===== src/rtl/exc_sequencer.sv =====
// exc_sequencer
// Arbitrates exception, interrupt and ERET requests from the IF/ID/EX stages
// of the 5-stage MIPS pipeline. Each accepted event becomes one COMMIT cycle
// (CP0 write strobes), a FLUSH phase of FLUSH_CYCLES unstalled cycles, and one
// REDIRECT cycle that loads the new fetch PC. Only one event runs at a time.
//
// Ports
//   clk, resetn                 clock, synchronous active-low reset
//   stall_i                     pipeline stall; blocks acceptance, freezes FLUSH
//   int_pending_i, exl_i        unmasked interrupt pending, Status.EXL
//   {if,id,ex}_valid_i          stage holds a live instruction
//   {if,id,ex}_exc_i/_code_i    stage exception request and ExcCode
//   {if,id,ex}_pc_i/_badva_i    stage PC and faulting virtual address
//   {id,ex}_bd_i                stage instruction sits in a branch delay slot
//   eret_req_i, epc_in_i        ERET in EX, current CP0 EPC
//   busy_o, flush_o             sequencer active, kill IF/ID/EX
//   pc_redirect_o/redirect_pc_o fetch PC load strobe and target
//   cp0_*_o                     CP0 write strobes and data
module exc_sequencer #(
    parameter logic [31:0] EXC_VECTOR   = 32'hBFC00380,
    parameter int unsigned FLUSH_CYCLES = 2
) (
    input  logic        clk,
    input  logic        resetn,
    input  logic        stall_i,
    input  logic        int_pending_i,
    input  logic        exl_i,
    input  logic        if_valid_i,
    input  logic        id_valid_i,
    input  logic        ex_valid_i,
    input  logic        if_exc_i,
    input  logic        id_exc_i,
    input  logic        ex_exc_i,
    input  logic [4:0]  if_code_i,
    input  logic [4:0]  id_code_i,
    input  logic [4:0]  ex_code_i,
    input  logic [31:0] if_pc_i,
    input  logic [31:0] id_pc_i,
    input  logic [31:0] ex_pc_i,
    input  logic        id_bd_i,
    input  logic        ex_bd_i,
    input  logic [31:0] if_badva_i,
    input  logic [31:0] id_badva_i,
    input  logic [31:0] ex_badva_i,
    input  logic        eret_req_i,
    input  logic [31:0] epc_in_i,
    output logic        busy_o,
    output logic        flush_o,
    output logic        pc_redirect_o,
    output logic [31:0] redirect_pc_o,
    output logic        cp0_we_o,
    output logic        cp0_epc_we_o,
    output logic [31:0] cp0_epc_o,
    output logic [4:0]  cp0_code_o,
    output logic        cp0_bd_o,
    output logic        cp0_badva_we_o,
    output logic [31:0] cp0_badva_o,
    output logic        cp0_exl_set_o,
    output logic        cp0_exl_clr_o
);

    typedef enum logic [1:0] {StIdle, StCommit, StFlush, StRedirect} state_e;

    state_e      state_q;
    logic [3:0]  cnt_q;
    logic        eret_q;
    logic        flush_q;
    logic        pc_redirect_q;
    logic [31:0] redirect_pc_q;
    logic        cp0_we_q;
    logic        cp0_epc_we_q;
    logic [31:0] cp0_epc_q;
    logic [4:0]  cp0_code_q;
    logic        cp0_bd_q;
    logic        cp0_badva_we_q;
    logic [31:0] cp0_badva_q;
    logic        cp0_exl_set_q;
    logic        cp0_exl_clr_q;

    // Highest-ranked pending request this cycle.
    logic        sel_valid;
    logic        sel_eret;
    logic [4:0]  sel_code;
    logic [31:0] sel_pc;
    logic        sel_bd;
    logic [31:0] sel_badva;
    logic [31:0] sel_epc;
    logic        sel_badva_we;

    always_comb begin
        sel_valid = 1'b0;
        sel_eret  = 1'b0;
        sel_code  = 5'd0;
        sel_pc    = 32'd0;
        sel_bd    = 1'b0;
        sel_badva = 32'd0;
        if (int_pending_i && !exl_i && (ex_valid_i || id_valid_i)) begin
            // Interrupt attaches to the oldest live instruction.
            sel_valid = 1'b1;
            if (ex_valid_i) begin
                sel_pc    = ex_pc_i;
                sel_bd    = ex_bd_i;
                sel_badva = ex_badva_i;
            end else begin
                sel_pc    = id_pc_i;
                sel_bd    = id_bd_i;
                sel_badva = id_badva_i;
            end
        end else if (ex_valid_i && ex_exc_i) begin
            sel_valid = 1'b1;
            sel_code  = ex_code_i;
            sel_pc    = ex_pc_i;
            sel_bd    = ex_bd_i;
            sel_badva = ex_badva_i;
        end else if (ex_valid_i && eret_req_i) begin
            sel_valid = 1'b1;
            sel_eret  = 1'b1;
            sel_pc    = ex_pc_i;
            sel_bd    = ex_bd_i;
            sel_badva = ex_badva_i;
        end else if (id_valid_i && id_exc_i) begin
            sel_valid = 1'b1;
            sel_code  = id_code_i;
            sel_pc    = id_pc_i;
            sel_bd    = id_bd_i;
            sel_badva = id_badva_i;
        end else if (if_valid_i && if_exc_i) begin
            sel_valid = 1'b1;
            sel_code  = if_code_i;
            sel_pc    = if_pc_i;
            sel_badva = if_badva_i;
        end
    end

    assign sel_epc      = sel_bd ? (sel_pc - 32'd4) : sel_pc;
    // Address-error and TLB codes carry a faulting address.
    assign sel_badva_we = !sel_eret && (sel_code >= 5'd1) && (sel_code <= 5'd5);

    always_ff @(posedge clk) begin
        if (!resetn) begin
            state_q        <= StIdle;
            cnt_q          <= 4'd0;
            eret_q         <= 1'b0;
            flush_q        <= 1'b0;
            pc_redirect_q  <= 1'b0;
            redirect_pc_q  <= 32'd0;
            cp0_we_q       <= 1'b0;
            cp0_epc_we_q   <= 1'b0;
            cp0_epc_q      <= 32'd0;
            cp0_code_q     <= 5'd0;
            cp0_bd_q       <= 1'b0;
            cp0_badva_we_q <= 1'b0;
            cp0_badva_q    <= 32'd0;
            cp0_exl_set_q  <= 1'b0;
            cp0_exl_clr_q  <= 1'b0;
        end else begin
            // Strobes are single-cycle unless re-asserted below.
            cp0_we_q       <= 1'b0;
            cp0_epc_we_q   <= 1'b0;
            cp0_badva_we_q <= 1'b0;
            cp0_exl_set_q  <= 1'b0;
            cp0_exl_clr_q  <= 1'b0;
            pc_redirect_q  <= 1'b0;
            unique case (state_q)
                StIdle: begin
                    if (!stall_i && sel_valid) begin
                        state_q     <= StCommit;
                        flush_q     <= 1'b1;
                        eret_q      <= sel_eret;
                        cp0_code_q  <= sel_code;
                        cp0_bd_q    <= sel_bd;
                        cp0_epc_q   <= sel_epc;
                        cp0_badva_q <= sel_badva;
                        if (sel_eret) begin
                            cp0_exl_clr_q <= 1'b1;
                        end else begin
                            cp0_we_q       <= 1'b1;
                            cp0_epc_we_q   <= !exl_i;
                            cp0_badva_we_q <= sel_badva_we;
                            cp0_exl_set_q  <= 1'b1;
                        end
                    end
                end
                StCommit: begin
                    state_q       <= StFlush;
                    cnt_q         <= 4'(FLUSH_CYCLES);
                    redirect_pc_q <= eret_q ? epc_in_i : EXC_VECTOR;
                end
                StFlush: begin
                    if (!stall_i) begin
                        if (cnt_q == 4'd1) begin
                            state_q       <= StRedirect;
                            pc_redirect_q <= 1'b1;
                        end
                        cnt_q <= cnt_q - 4'd1;
                    end
                end
                StRedirect: begin
                    state_q <= StIdle;
                    flush_q <= 1'b0;
                end
                default: begin
                    state_q <= StIdle;
                    flush_q <= 1'b0;
                end
            endcase
        end
    end

    assign busy_o         = (state_q != StIdle);
    assign flush_o        = flush_q;
    assign pc_redirect_o  = pc_redirect_q;
    assign redirect_pc_o  = redirect_pc_q;
    assign cp0_we_o       = cp0_we_q;
    assign cp0_epc_we_o   = cp0_epc_we_q;
    assign cp0_epc_o      = cp0_epc_q;
    assign cp0_code_o     = cp0_code_q;
    assign cp0_bd_o       = cp0_bd_q;
    assign cp0_badva_we_o = cp0_badva_we_q;
    assign cp0_badva_o    = cp0_badva_q;
    assign cp0_exl_set_o  = cp0_exl_set_q;
    assign cp0_exl_clr_o  = cp0_exl_clr_q;

endmodule


===== config.mk =====
export PLATFORM = sky130hd
export DESIGN_NAME = exc_sequencer
export DESIGN_NICKNAME = d
export VERILOG_FILES = /design/src/rtl/exc_sequencer.sv
export SDC_FILE = /design/constraint.sdc
export NUM_CORES = 1
export LEC_CHECK = 0
export ABC_CLOCK_PERIOD_IN_PS = 3800
export CAP_MARGIN = 20
export CORE_AREA = 2 2 140 142
export CTS_CLUSTER_SIZE = 25
export DETAILED_ROUTE_END_ITERATION = 10
export DIE_AREA = 0 0 142 144
export PLACE_DENSITY = 0.87
export SYNTH_ARGS = -nofsm -noshare
export SYNTH_HDL_FRONTEND = slang
export SYNTH_SLANG_ARGS = --single-unit

===== constraint.sdc =====
create_clock -name clk -period 3.8 [get_ports clk]
set_input_delay 0.76 -clock clk [delete_from_list [all_inputs] [get_ports clk]]
set_output_delay 0.76 -clock clk [all_outputs]
set_load 0.02 [all_outputs]

Word-level counts from Yosys, hierarchy flattened
Index checks and enable logic that the tools add are counted.
{"block": "totals", "register_bits": 115, "input_bits": 253, "output_inout_bits": 110, "wordCells": 96}
{"block": "op_classes", "addsub": 2, "order_cmp": 2, "n_eq_ne": 7, "mux": 43, "bitwise": 4, "n_reduce_logical": 24}
{"operator": "2-to-1 mux 32 bit", "n": 14}
{"operator": "subtractor 32 x 3 -> 32 bit, second input constant", "n": 1}
{"operator": "2-to-1 mux 5 bit", "n": 5}
{"operator": "2-to-1 mux 1 bit", "n": 17}
{"operator": "logical AND 1 bit", "n": 9}
{"operator": "case mux 2 bit (4 select lines)", "n": 1}
{"operator": "case mux 4 bit (2 select lines)", "n": 1}
{"operator": "2-to-1 mux 2 bit", "n": 3}
{"operator": "inequality test 2 bit, second input constant", "n": 3}
{"operator": "AND reduction 2 bit", "n": 3}
{"operator": "AND reduction 3 bit", "n": 2}
{"operator": "nonzero test 2 bit", "n": 3}
{"operator": ">= comparator 5 x 1 -> 1 bit, second input constant", "n": 1}
{"operator": "<= comparator 5 x 3 -> 1 bit, second input constant", "n": 1}
{"operator": "equality test 2 bit, second input constant", "n": 2}
{"operator": "equality test 4 x 1 -> 1 bit, second input constant", "n": 1}
{"operator": "2-to-1 mux 4 bit", "n": 1}
{"operator": "inverter 1 bit", "n": 4}
{"operator": "OR reduction 4 bit", "n": 1}
{"operator": "subtractor 4 x 1 -> 4 bit, second input constant", "n": 1}
{"operator": "logical NOT 1 bit", "n": 3}
{"operator": "OR reduction 3 bit", "n": 1}
{"operator": "equality test 2 x 1 -> 1 bit, second input constant", "n": 1}
{"operator": "logical NOT 2 bit", "n": 1}
{"operator": "2 further kinds", "n": 2}

Depth between registers and ports, before layout
{"block": "logic_depth", "word_depth": 9, "ltp_mapped": 13, "depth_no_buf": 9}

Worst setup path after synthesis
No wires, ideal clock.
{"block": "synth_timing", "path_type": "input to register", "from": "input port ex_valid_i", "to": "register cp0_epc_q[18], in the netlist cp0_epc_o[18]", "setup_ps": 133, "arrival_ps": 3031, "required_ps": 3667, "path_slack_ps": 636, "cell_stages": 11, "path_buffers": 3, "cell_sequence": "buf_2 or2_1 buf_2 nand2_2 o21ai_1 a222oi_1 nand3_2 or3_1 buf_2 o2111ai_1 o311ai_1"}
{"block": "synth_via", "elab_chain_len": 6, "word_cells_on_any_way": 19, "cone_classes": "add/sub: 1; mux: 12; reduce/logical: 6"}
{"element": "start, declared", "line_no": "30", "source": "input logic ex_valid_i,"}
{"element": "logical AND 1 bit", "line_no": "115", "source": "end else if (ex_valid_i && eret_req_i) begin"}
{"element": "2-to-1 mux 32 bit / 2-to-1 mux 1 bit (equally long branches)", "line_no": "115"}
{"element": "2-to-1 mux 32 bit / 2-to-1 mux 1 bit (equally long branches)", "line_no": "109", "source": "end else if (ex_valid_i && ex_exc_i) begin"}
{"element": "2-to-1 mux 32 bit / 2-to-1 mux 1 bit (equally long branches)", "line_no": "97", "source": "if (int_pending_i && !exl_i && (ex_valid_i || id_valid_i)) begin"}
{"element": "subtractor 32 x 3 -> 32 bit / logical AND 1 bit (equally long branches)", "line_no": "135, 166"}
{"element": "2-to-1 mux 32 bit / AND reduction 2 bit (equally long branches)"}
{"element": "end signal, assigned", "line_no": "172", "source": "cp0_epc_q <= sel_epc;"}
{"element": "end, declared", "line_no": "72", "source": "logic [31:0] cp0_epc_q;"}
Parallel ways exist; a longest one is shown, timed or not.
A chain may end at the register's enable or synchronous reset.

Worst setup path in the final report
{"block": "layout_timing", "from": "input port ex_exc_i", "to": "register cp0_epc_q[19], in the netlist cp0_epc_o[19]"}
{"block": "layout_via", "elab_chain_len": 5, "word_cells_on_any_way": 11, "cone_classes": "add/sub: 1; mux: 7; reduce/logical: 3"}
{"element": "start, declared", "line_no": "33", "source": "input logic ex_exc_i,"}
{"element": "logical AND 1 bit (*)", "line_no": "109"}
{"element": "2-to-1 mux 32 bit / 2-to-1 mux 1 bit (equally long branches)", "line_no": "109"}
{"element": "2-to-1 mux 32 bit / 2-to-1 mux 1 bit (equally long branches)", "line_no": "97"}
{"element": "subtractor 32 x 3 -> 32 bit / logical AND 1 bit (equally long branches)", "line_no": "135, 166"}
{"element": "2-to-1 mux 32 bit / AND reduction 2 bit (equally long branches)"}
Every way passes the cells marked *; elsewhere a longest branch is shown, timed or not.

==> run_results.csv <==
group,metric,value,unit
detailed_routing,vias_per_cell,5.83,
logic_synthesis,seq_area_frac_synth,32.1,%
finish,drive_above_1_share,11.0,%
setup_path,crit_type,"primary input to register",
pwr,peakVddDrop,0.000322,V
grt,grt_pass1_vias,8854,
sta,setup_violations,0,
placement,dpl.hpwl,24.7,mm
clocking,clockBufferDepth,2,
finish,diodes,0,
logic_synthesis,synthTopCellsByArea,"dfxtp_1, nand2_1, a21oi_1, nor2_1, a221oi_1",
grt,grt_first_pass_wirelength,47.4,mm
placement,gp_congestion,1.03,
sta,period_needed,3510,ps
floorplanning,pin_count,363,
detailed_routing,first_pass_iters,5,
sta,relSlewSlack,42.0,%
sta,hold_viol_final,0,
finish,final_common_cell,"clkdlybuf4s50_1",
grt,antenna_found_initial,0,
logic_synthesis,yosys_warnings,0,
sta,rsz0062_at_grt,"false",
clocking,clkTransAtPathRegs,60,ps
detailed_routing,num_vias,9256,
logic_synthesis,synth-seq-cells,115,
floorplanning,start_util,37.6,%
logic_synthesis,syn-cell-area,0.00717,sq mm
grt,overflow,0,
clocking,insertion_delay,410,ps
logic_synthesis,synthArstFlopShare,0,%
logic_synthesis,postSynthCellCount,954,
sta,tns,0,ps
clocking,cts.sinks,115,
clocking,cts_root_buf,"clkbuf_16",
detailed_routing,wl_per_cell,20.0,um
floorplanning,dieHeight,144,um
floorplanning,die_w,142,um
detailed_routing,postRouteAntennaNets,0,
detailed_routing,drt_iter0_markers,898,
sta,worst_pin_slew,867,ps
pwr,power_density,456,mW/mm^2
detailed_routing,finalWirelength,31.7,mm
logic_synthesis,synth_flop_cell,"dfxtp_1",
floorplanning,rows,51,
placement,dp_slack,-109,ps
clocking,cts_buffers,17,
setup_path,cp-start-kind,"primary input",
sta,holdWs,451,ps
detailed_routing,wl_met3,3.21,mm
sta,timing.final.crit_share,92.5,%
setup_path,cp-end-kind,"register",
clocking,post_cts_buffers,0,
placement,numPortBuffers,362,
detailed_routing,wl_met1,12.6,mm
detailed_routing,met2_length,14.7,mm
clocking,tritoncts,"yes",
finish,nFillCells,1634,
grt,grt_max_degree,70,
finish,area_delta_synth_final,68.9,%
logic_synthesis,synth_edf_count,0,
floorplanning,core,0.0191,sq mm
finish,mostFrequentLayoutCells,"clkdlybuf4s50_1, nand2_1, dfxtp_1",
logic_synthesis,synth_top_area_share,32.1,%
finish,final_cells,1589,
logic_synthesis,post_synth.cell_area_avg,7.52,sq um
finish,num-nets-final,1598,
setup_path,cp_max_fo,23,
pwr,leakage,0.00451,uW
sta,fin_skew,8.95,ps
placement,place_inst,1557,
placement,post_dp_cell_area,0.0115,sq mm
grt,grt_usage,29.8,%
setup_path,worstPathRequired,4130,ps
sta,fin_ws,287,ps
sta,fmax,0.285,GHz
logic_synthesis,syn_nets,1214,
detailed_routing,drc,0,
finish,stdcell_area,0.0121,sq mm
setup_path,crit_arrival,3850,ps
logic_synthesis,ys_types,72,
logic_synthesis,yosys.area.top_type,"dfxtp_1",
clocking,cts_max_level,4,
floorplanning,dieArea,0.0204,sq mm
detailed_routing,maxUsedRoutingLayer,"met4",
sta,report.final.slew_viol_count,0,
job,maxCapViolations,0,
hold_path,min_path_type,"register to register",
status,status,"completed",
==> where the power goes <==
part,leakage (uW),total (uW),internal (uW),switching [uW]
clock network,0.000311,1730,1070,666
logic,0.00326,2230,1040,1190
registers,0.000940,1560,1430,132
total,0.00451,5520,3540,1980
==> metrics by stage <==
step	utilization (%)	total power, uW
floorplan	-	2670
global placement	60.2	3750
detailed placement	60.2	3790
CTS	63.5	5540
global route	63.5	5780
finish	63.5	5520
==> logic make-up (layout without fill, tap and decap cells) <==
logic type	count (synthesis)	after routing	share of synthesized area [%]
and+or+nand+nor	372	372	25.0
AOI/OAI and AO/OA	336	336	32.7
DFF	115	115	32.1
buffers and inverters	103	500	6.35
xor gates and xnor gates	16	16	1.95
adders and majority gates	7	7	1.22
muxes	5	5	0.715
==> critical path, stage by stage <==
cell and delay, ps:
clkdlybuf4s50_1 700, o21a_4 400, nor3_2 100, a2111oi_1 480, o22a_1 340, buf_4 170
nand4b_1 200, buf_4 220, nor4_1 160, o21ai_0 130, a21oi_1 160
==> Yosys cell counts, drive strengths merged (5+ instances only) <==
master / instances
o211ai: 32
inv: 17
a31oi: 15
a211oi: 16
o21ai: 57
and3: 20
and2: 6
nor2b: 23
a22oi: 12
nand3: 28
xnor2: 11
xor2: 5
a311oi: 8
ha: 7
buf: 28
a32oi: 10
o32ai: 6
nor4: 19
a222oi: 7
o22ai: 22
nand2: 137
clkbuf: 58
a22o: 6
dfxtp: 115
nand2b: 8
nor3: 13
a21oi: 76
a221oi: 35
nor2: 88
or3: 5
nand4: 11
==> layout make-up <==
type | count | area [sq um] | area share [%]
inverters | 17 | 63.8 | 0.527
clock buffers | 17 | 425 | 3.51
repair buffers | 451 | 4370 | 36.0
clock inverters | 15 | 209 | 1.72
flip-flops and latches | 115 | 2300 | 19.0
multi-input cells | 736 | 4450 | 36.7
well taps | 238 | 298 | 2.46
==> metal layers <==
metal | up-vias | GRT usage, %
met5 | - | 0
met4 | 0 | 12.3
met3 | 86 | 7.42
met2 | 557 | 48.5
met1 | 4267 | 37.7
li1 | 4346 | -
==> sequential cells by signal, summed over array words and instances (netlist names), 2 cells and up <==
register	count
cp0_badva_o	32
cnt_q	4
state_q	2
cp0_epc_o	32
cp0_code_o	5
redirect_pc_o	32
==> worst paths after layout <==
kind	startpoint	to	slack [ps]	cells after the start
max reg2reg	state_q[1]	redirect_pc_o[14]	1900	6
min reg2reg	cp0_badva_o[19]	cp0_badva_o[19]	450	2
max	ex_exc_i	cp0_epc_o[19]	290	11
min	cp0_badva_o[19]	cp0_badva_o[19]	450	2
==> what timing repair did <==
action | CTS | global route
endpoints found under the setup margin | 0 | 1
gates resized for setup | 0 | 1
hold buffers | 0 | 0
(Power assumes the default switching activity.)
